**src/rtl/vdec_ser_pkg.sv**
```systemverilog
// vdec_ser_pkg: shared types and K=9 generator constants for the SER engine.
// Optional UE-mask overlay is built when VDEC_SER_MASK_EN is defined.
package vdec_ser_pkg;

    localparam int K = 9;

    localparam logic [K-1:0] G3_0 = 9'o557;
    localparam logic [K-1:0] G3_1 = 9'o663;
    localparam logic [K-1:0] G3_2 = 9'o711;
    localparam logic [K-1:0] G2_0 = 9'o561;
    localparam logic [K-1:0] G2_1 = 9'o753;

    typedef enum logic [1:0] {
        IDLE,
        FETCH,
        RUN,
        FLUSH
    } state_t;

endpackage

```
**src/rtl/vdec_ser_cc.sv**
```systemverilog
// vdec_ser_cc: K=9 convolutional encoder core with NG generator taps.
// Polynomial MSB taps the current input, LSB the oldest stored bit.
module vdec_ser_cc
    import vdec_ser_pkg::*;
#(
    parameter int             NG    = 2,
    parameter logic [NG*K-1:0] POLYS = '0
) (
    input  logic          clk,
    input  logic          rst_n,
    input  logic          clr,
    input  logic          adv,
    input  logic          din,
    output logic [NG-1:0] sym
);

    logic [K-2:0] sr;
    logic [K-1:0] win;

    assign win = {din, sr};

    always_comb begin
        sym = '0;
        for (int g = 0; g < NG; g++) begin
            sym[g] = ^(win & POLYS[g*K +: K]);
        end
    end

    always_ff @(posedge clk or negedge rst_n) begin
        if (!rst_n) begin
            sr <= '0;
        end else if (clr) begin
            sr <= '0;
        end else if (adv) begin
            sr <= win[K-1:1];
        end
    end

endmodule

```
**src/rtl/vdec_ser_gen.sv**
```systemverilog
// vdec_ser_gen: re-encodes a decoded block and counts hard-sign symbol errors.
// Define VDEC_SER_MASK_EN to build the UE-mask rate-1/2 overlay encoder.
module vdec_ser_gen
    import vdec_ser_pkg::*;
#(
    parameter int MAX_BITS = 64,
    parameter int SW       = 6,
    parameter int SPW      = 4,
    parameter int AW       = 10,
    parameter int MASK_W   = 16,
    parameter int CNT_W    = 8,
    parameter int PW       = $clog2(3*MAX_BITS)
) (
    input  logic                         clk,
    input  logic                         rst_n,
    input  logic                         start,
    input  logic                         abort,
    output logic                         busy,
    output logic                         done,
    input  logic [MAX_BITS-1:0]          dec_bits,
    input  logic [$clog2(MAX_BITS+1)-1:0] num_bits,
    input  logic                         rate3,
    input  logic                         mask_en,
    input  logic [MASK_W-1:0]            ue_mask,
    input  logic [AW-1:0]                base_addr,
    output logic [CNT_W-1:0]             ser_acc,
    output logic [PW-1:0]                punc_idx,
    input  logic                         punc,
    output logic                         ram_rd_req,
    output logic [AW-1:0]                ram_raddr,
    input  logic                         ram_rd_ack,
    input  logic [SW*SPW-1:0]            ram_rdata
);

    localparam int NBW = $clog2(MAX_BITS+1);
    localparam int IW  = $clog2(MAX_BITS);
    localparam int CW  = $clog2(SPW+1);

    state_t         state;
    logic [NBW-1:0] bit_idx;
    logic [1:0]     out_idx;
    logic [PW-1:0]  pos;
    logic [SPW-1:0] cache;
    logic [SPW-1:0] cache_ld;
    logic [CW-1:0]  cache_cnt;
    logic [4:0]     d_sym;
    logic           cur_bit;
    logic           data_sym;
    logic           mask_sym;
    logic           exp_sym;
    logic           adv_pos;
    logic           consume;
    logic           err;
    logic [1:0]     rlast;
    logic           last_out;
    logic           last_pos;
    logic           unused_rdata;

    assign busy     = start | (state != IDLE);
    assign punc_idx = pos;
    assign rlast    = rate3 ? 2'd2 : 2'd1;
    assign last_out = (out_idx == rlast);
    assign last_pos = last_out && (bit_idx == num_bits - NBW'(1));
    assign cur_bit  = dec_bits[bit_idx[IW-1:0]];

    // Punctured slots advance even with an empty cache.
    assign adv_pos = (state == RUN) && !start && !abort
                   && (punc || (cache_cnt != '0));
    assign consume = adv_pos && !punc;
    assign exp_sym = data_sym ^ mask_sym;
    assign err     = consume && (cache[0] != exp_sym);

    assign unused_rdata = ^ram_rdata;

    always_comb begin
        cache_ld = '0;
        for (int k = 0; k < SPW; k++) begin
            cache_ld[k] = ram_rdata[SW*SPW-1-k*SW];
        end
    end

    always_comb begin
        case ({rate3, out_idx})
            3'b100:  data_sym = d_sym[0];
            3'b101:  data_sym = d_sym[1];
            3'b110:  data_sym = d_sym[2];
            3'b000:  data_sym = d_sym[3];
            3'b001:  data_sym = d_sym[4];
            default: data_sym = 1'b0;
        endcase
    end

    vdec_ser_cc #(
        .NG    (5),
        .POLYS ({G2_1, G2_0, G3_2, G3_1, G3_0})
    ) u_data (
        .clk   (clk),
        .rst_n (rst_n),
        .clr   (start),
        .adv   (adv_pos && last_out),
        .din   (cur_bit),
        .sym   (d_sym)
    );

`ifdef VDEC_SER_MASK_EN
    logic [1:0]        m_sym;
    logic [MASK_W-1:0] m_sh;
    logic              m_in;

    // Mask bit j feeds code positions 2j and 2j+1; bits past MASK_W shift in as 0.
    assign m_sh = ue_mask << (pos >> 1);
    assign m_in = m_sh[MASK_W-1];

    vdec_ser_cc #(
        .NG    (2),
        .POLYS ({G2_1, G2_0})
    ) u_mask (
        .clk   (clk),
        .rst_n (rst_n),
        .clr   (start),
        .adv   (adv_pos && pos[0]),
        .din   (m_in),
        .sym   (m_sym)
    );

    assign mask_sym = mask_en && (pos[0] ? m_sym[1] : m_sym[0]);
`else
    logic unused_mask;

    assign unused_mask = ^{mask_en, ue_mask};
    assign mask_sym    = 1'b0;
`endif

    always_ff @(posedge clk or negedge rst_n) begin
        if (!rst_n) begin
            state      <= IDLE;
            done       <= 1'b0;
            ser_acc    <= '0;
            ram_rd_req <= 1'b0;
            ram_raddr  <= '0;
            pos        <= '0;
            bit_idx    <= '0;
            out_idx    <= '0;
            cache      <= '0;
            cache_cnt  <= '0;
        end else begin
            ram_rd_req <= 1'b0;
            done       <= 1'b0;
            if (start) begin
                state      <= FETCH;
                ram_rd_req <= 1'b1;
                ram_raddr  <= base_addr;
                ser_acc    <= '0;
                pos        <= '0;
                bit_idx    <= '0;
                out_idx    <= '0;
                cache      <= '0;
                cache_cnt  <= '0;
            end else if (abort) begin
                state <= IDLE;
            end else begin
                unique case (state)
                    IDLE: ;
                    FETCH: begin
                        if (ram_rd_ack) begin
                            cache     <= cache_ld;
                            cache_cnt <= CW'(SPW);
                            state     <= RUN;
                        end
                    end
                    RUN: begin
                        if (adv_pos) begin
                            pos <= pos + 1'b1;
                            if (last_out) begin
                                out_idx <= '0;
                                bit_idx <= bit_idx + 1'b1;
                            end else begin
                                out_idx <= out_idx + 1'b1;
                            end
                            if (consume) begin
                                cache     <= cache >> 1;
                                cache_cnt <= cache_cnt - 1'b1;
                            end
                            if (err && (ser_acc != '1)) begin
                                ser_acc <= ser_acc + 1'b1;
                            end
                            if (last_pos) begin
                                state <= FLUSH;
                                done  <= 1'b1;
                            end
                        end else begin
                            ram_rd_req <= 1'b1;
                            ram_raddr  <= ram_raddr + 1'b1;
                            state      <= FETCH;
                        end
                    end
                    FLUSH: state <= IDLE;
                    default: state <= IDLE;
                endcase
            end
        end
    end

endmodule

```
**config.mk**
```make
export PLATFORM = sky130hd
export DESIGN_NAME = vdec_ser_gen
export DESIGN_NICKNAME = d
export VERILOG_FILES = /design/src/rtl/vdec_ser_pkg.sv /design/src/rtl/vdec_ser_cc.sv /design/src/rtl/vdec_ser_gen.sv
export SDC_FILE = /design/constraint.sdc
export NUM_CORES = 1
export LEC_CHECK = 0
export CORE_MARGIN = 2
export CORE_UTILIZATION = 30
export CTS_CLUSTER_DIAMETER = 150
export CTS_CLUSTER_SIZE = 28
export DETAILED_ROUTE_END_ITERATION = 16
export SKIP_LAST_GASP = 1
export SYNTH_ARGS = -nofsm -noshare
export SYNTH_HDL_FRONTEND = slang
export SYNTH_SLANG_ARGS = --single-unit
```
**constraint.sdc**
```tcl
create_clock -name clk -period 4.4 [get_ports clk]
set_input_delay 0.88 -clock clk [delete_from_list [all_inputs] [get_ports clk]]
set_output_delay 0.88 -clock clk [all_outputs]
set_load 0.005 [all_outputs]
```
==> results.toml <==
[status]
status = "complete, no violations"

[placement]
dp_slack_ns = 0.431
place_inst = 701
place_area_um2 = 5310
gp_congestion = 0.797
port_buffers = 120
hpwlAfterDp_um = 8000

[global_routing]
grt_antenna_before_repair = 0
grt_use_total_pct = 14.7
grt.overflow.total = 0
grt_pass1_vias = 3639
grt_max_degree = 55
grt_pass1_wl_um = 17500

[timing]
grt_setup_unrepaired = "no"
hold_viol = 0
layout_setup_ws_ns = 0.703
whs_ns = 0.491
fin_crit_ns = 3.70
post-route-period-util_pct = 84.0
finClkSkew_ns = 0.00561
worstMarginPinSlew_ns = 0.799
fin_setup_tns_ns = 0
fmax_mhz = 270
slew_headroom_pct = 46.7
setup_viol = 0
slew_violations = 0

[critical_path]
reg2reg_slack_ns = 0.86
reg2reg_from = "bit_idx[0]$_DFFE_PN0P_"
critPathArrivalTime_ns = 3.87
reg2reg_to = "ser_acc[7]$_DFFE_PN0P_"
crit_path_top_delay_cell = "and4_1"
rr_worst_depth = 8
crit_path_end_kind = "flip-flop"
slowest_delay_ns = 0.53
critPathRequiredTime_ns = 4.57
crit_type = "in -> reg"
start_kind = "input port"
crit_path_max_fanout = 9
path_cells = "clkdlybuf4s50_1, mux4_2, a22o_1, a311oi_1, o21ai_0, nand4_1, and4_1, mux2i_1, mux2_1"

[routing]
first_iter_violations = 240
via_per_inst = 5.03
via_count = 3568
drc = 0
first_pass_iters = 4
wire_per_inst_um = 14.7
finalWirelength_um = 10400
drtAntennaViolNets = 0

[synth]
ys_seq_elements = 54
yosysTopAreaCell = "dfrtp_1"
synth_fp_nets = 560
ys_async_sr_fraction_pct = 100
synthesis.instances = 417
post_synth_num_cell_types = 54
synthTopCellsByArea = "dfrtp_1 (34%), mux2i_1 (6.0%), mux4_1 (5.9%)"
avgSynthCellArea_um2 = 9.58
ys_seq_area_share_pct = 33.8
synth.top_cell.area_share_pct = 33.8
synth-edff-count = 0
synth_area_um2 = 3990
yosys_warnings = 0
synth_flop_cell = "dfrtp_1"

[die]
ios = 158
die_area_um2 = 14300
coreArea_um2 = 13100
die_x_um = 119
die_h_um = 119
rows = 42
start_util_pct = 30.4

[final_layout]
final_core_util_pct = 41.6
nets = 675
drive_above_1_share_pct = 5.63
final_cell_area_um2 = 5460
area_delta_synth_final_pct = 36.7
fin_cells = 709
antennaDiodeCount = 0

[hold_path]
min_path_cells = 2
min-delay-start = "cache[3]$_DFFE_PN0P_"
min_path_type = "reg -> reg"
whs_endpoint = "cache[3]$_DFFE_PN0P_"

[pwr]
leakage_nw = 2.17
total_power_mw = 1.33
powerDensity_nw_per_um2 = 244
vdd_drop_max_mv = 0.153

[clocking]
clk_path_buf_depth = 2
cts_buffers = 5
cts_resized = 0
path_clk_slew_ns = 0.07
clkLatencyLatePin_ns = 0.28
clkSinkCount = 54
cts_tree = "done"
hold_buffers = 0
clockRootBuffer = "clkbuf_16"
h-tree-depth = 2
post_cts_buffers = 0

[flow_run]
cap_violations = 0
power by group:
part / internal [mW] / switching, mW
logic: 0.199 / 0.153
clock network: 0.226 / 0.173
registers: 0.535 / 0.0462
per-layer routing:
layer	up-vias	wire, um	global-route usage (%)
li1	1750	-	-
met1	1747	4660	18.9
met2	61	5280	26.1
met3	10	393	2.63
met4	0	90	2.72
met5	-	0	0
worst max-delay path, delay by kind of cell:
family	cells	cell delay, ns
AO/OA/AOI/OAI	3	0.80
buffers and inverters	1	0.41
multiplexers	3	1.08
AND/OR/NAND/NOR	2	0.69
cell families after synthesis:
| group | Yosys count | synth area share, % |
|---|---|---|
| compound gates | 80 | 13.1 |
| buf+inv | 39 | 5.64 |
| fa+ha+maj | 14 | 4.39 |
| xor+xnor | 30 | 7.30 |
| mux | 43 | 16.7 |
| simple gates | 157 | 19.0 |
| flops | 54 | 33.8 |
layout make-up:
| cell class | instances | area [um^2] |
|---|---|---|
| timing repair buffer | 128 | 1250 |
| clock buffer | 7 | 143 |
| clock inverter | 1 | 5.00 |
| sequential | 54 | 1350 |
| fill | 1309 | 7680 |
| inverter | 19 | 71.3 |
| tap | 176 | 220 |
| multi-input combinational | 324 | 2420 |
placed cells by master (no fill, tap or decap), types with 4 or more instances in the layout:
cell type and count:
dfrtp_1 54, clkbuf_16 5, mux4_1 9, nand3_1 16
clkdlybuf4s50_1 118, o21ai_0 21, nor2_1 50, o22ai_1 6
a21oi_1 19, a22oi_1 7, nand3b_1 4, inv_1 18
mux2i_1 24, nand4_1 5, nand2_1 34, or4_1 4
nor3_1 11, nor4_1 5, ha_1 14, nand2b_1 8
mux4_2 7, buf_4 8, xnor2_1 17, nor2b_1 7
xor2_1 11
how the worst max path moves through the flow:
| stage | startpoint | end | slack (ns) | cells after the start |
|---|---|---|---|---|
| floorplan | start | ser_acc[6]$_DFFE_PN0P_ | 1.20 | 7 |
| global placement | dec_bits[47] | ser_acc[7]$_DFFE_PN0P_ | 0.44 | 9 |
| detailed placement | dec_bits[47] | ser_acc[2]$_DFFE_PN0P_ | 0.43 | 9 |
| CTS | dec_bits[47] | ser_acc[2]$_DFFE_PN0P_ | 0.73 | 9 |
| global route | dec_bits[47] | ser_acc[7]$_DFFE_PN0P_ | 0.50 | 9 |
| finish | dec_bits[47] | ser_acc[7]$_DFFE_PN0P_ | 0.70 | 9 |
sequential cells by signal, summed over array words and instances, names as in the netlist:
name	flops
done	1
out_idx	2
punc_idx	8
ram_raddr	10
ram_rd_req	1
cache_cnt	3
u_data.sr	8
cache	4
bit_idx	7
state	2
ser_acc	8
synth_stat cells, drive strengths merged, types with 4 or more instances:
library cell / number
nand2: 34
dfrtp: 54
nand2b: 8
or4: 5
nor3: 11
o21ai: 21
clkbuf: 11
nor2b: 7
mux4: 16
nand4: 5
inv: 19
buf: 9
nor4: 5
nand3: 16
a22oi: 7
o22ai: 6
mux2i: 24
nand3b: 4
xor2: 11
xnor2: 17
ha: 14
a21oi: 19
and3: 4
nor2: 50
Power figures use the tool's default switching activity.
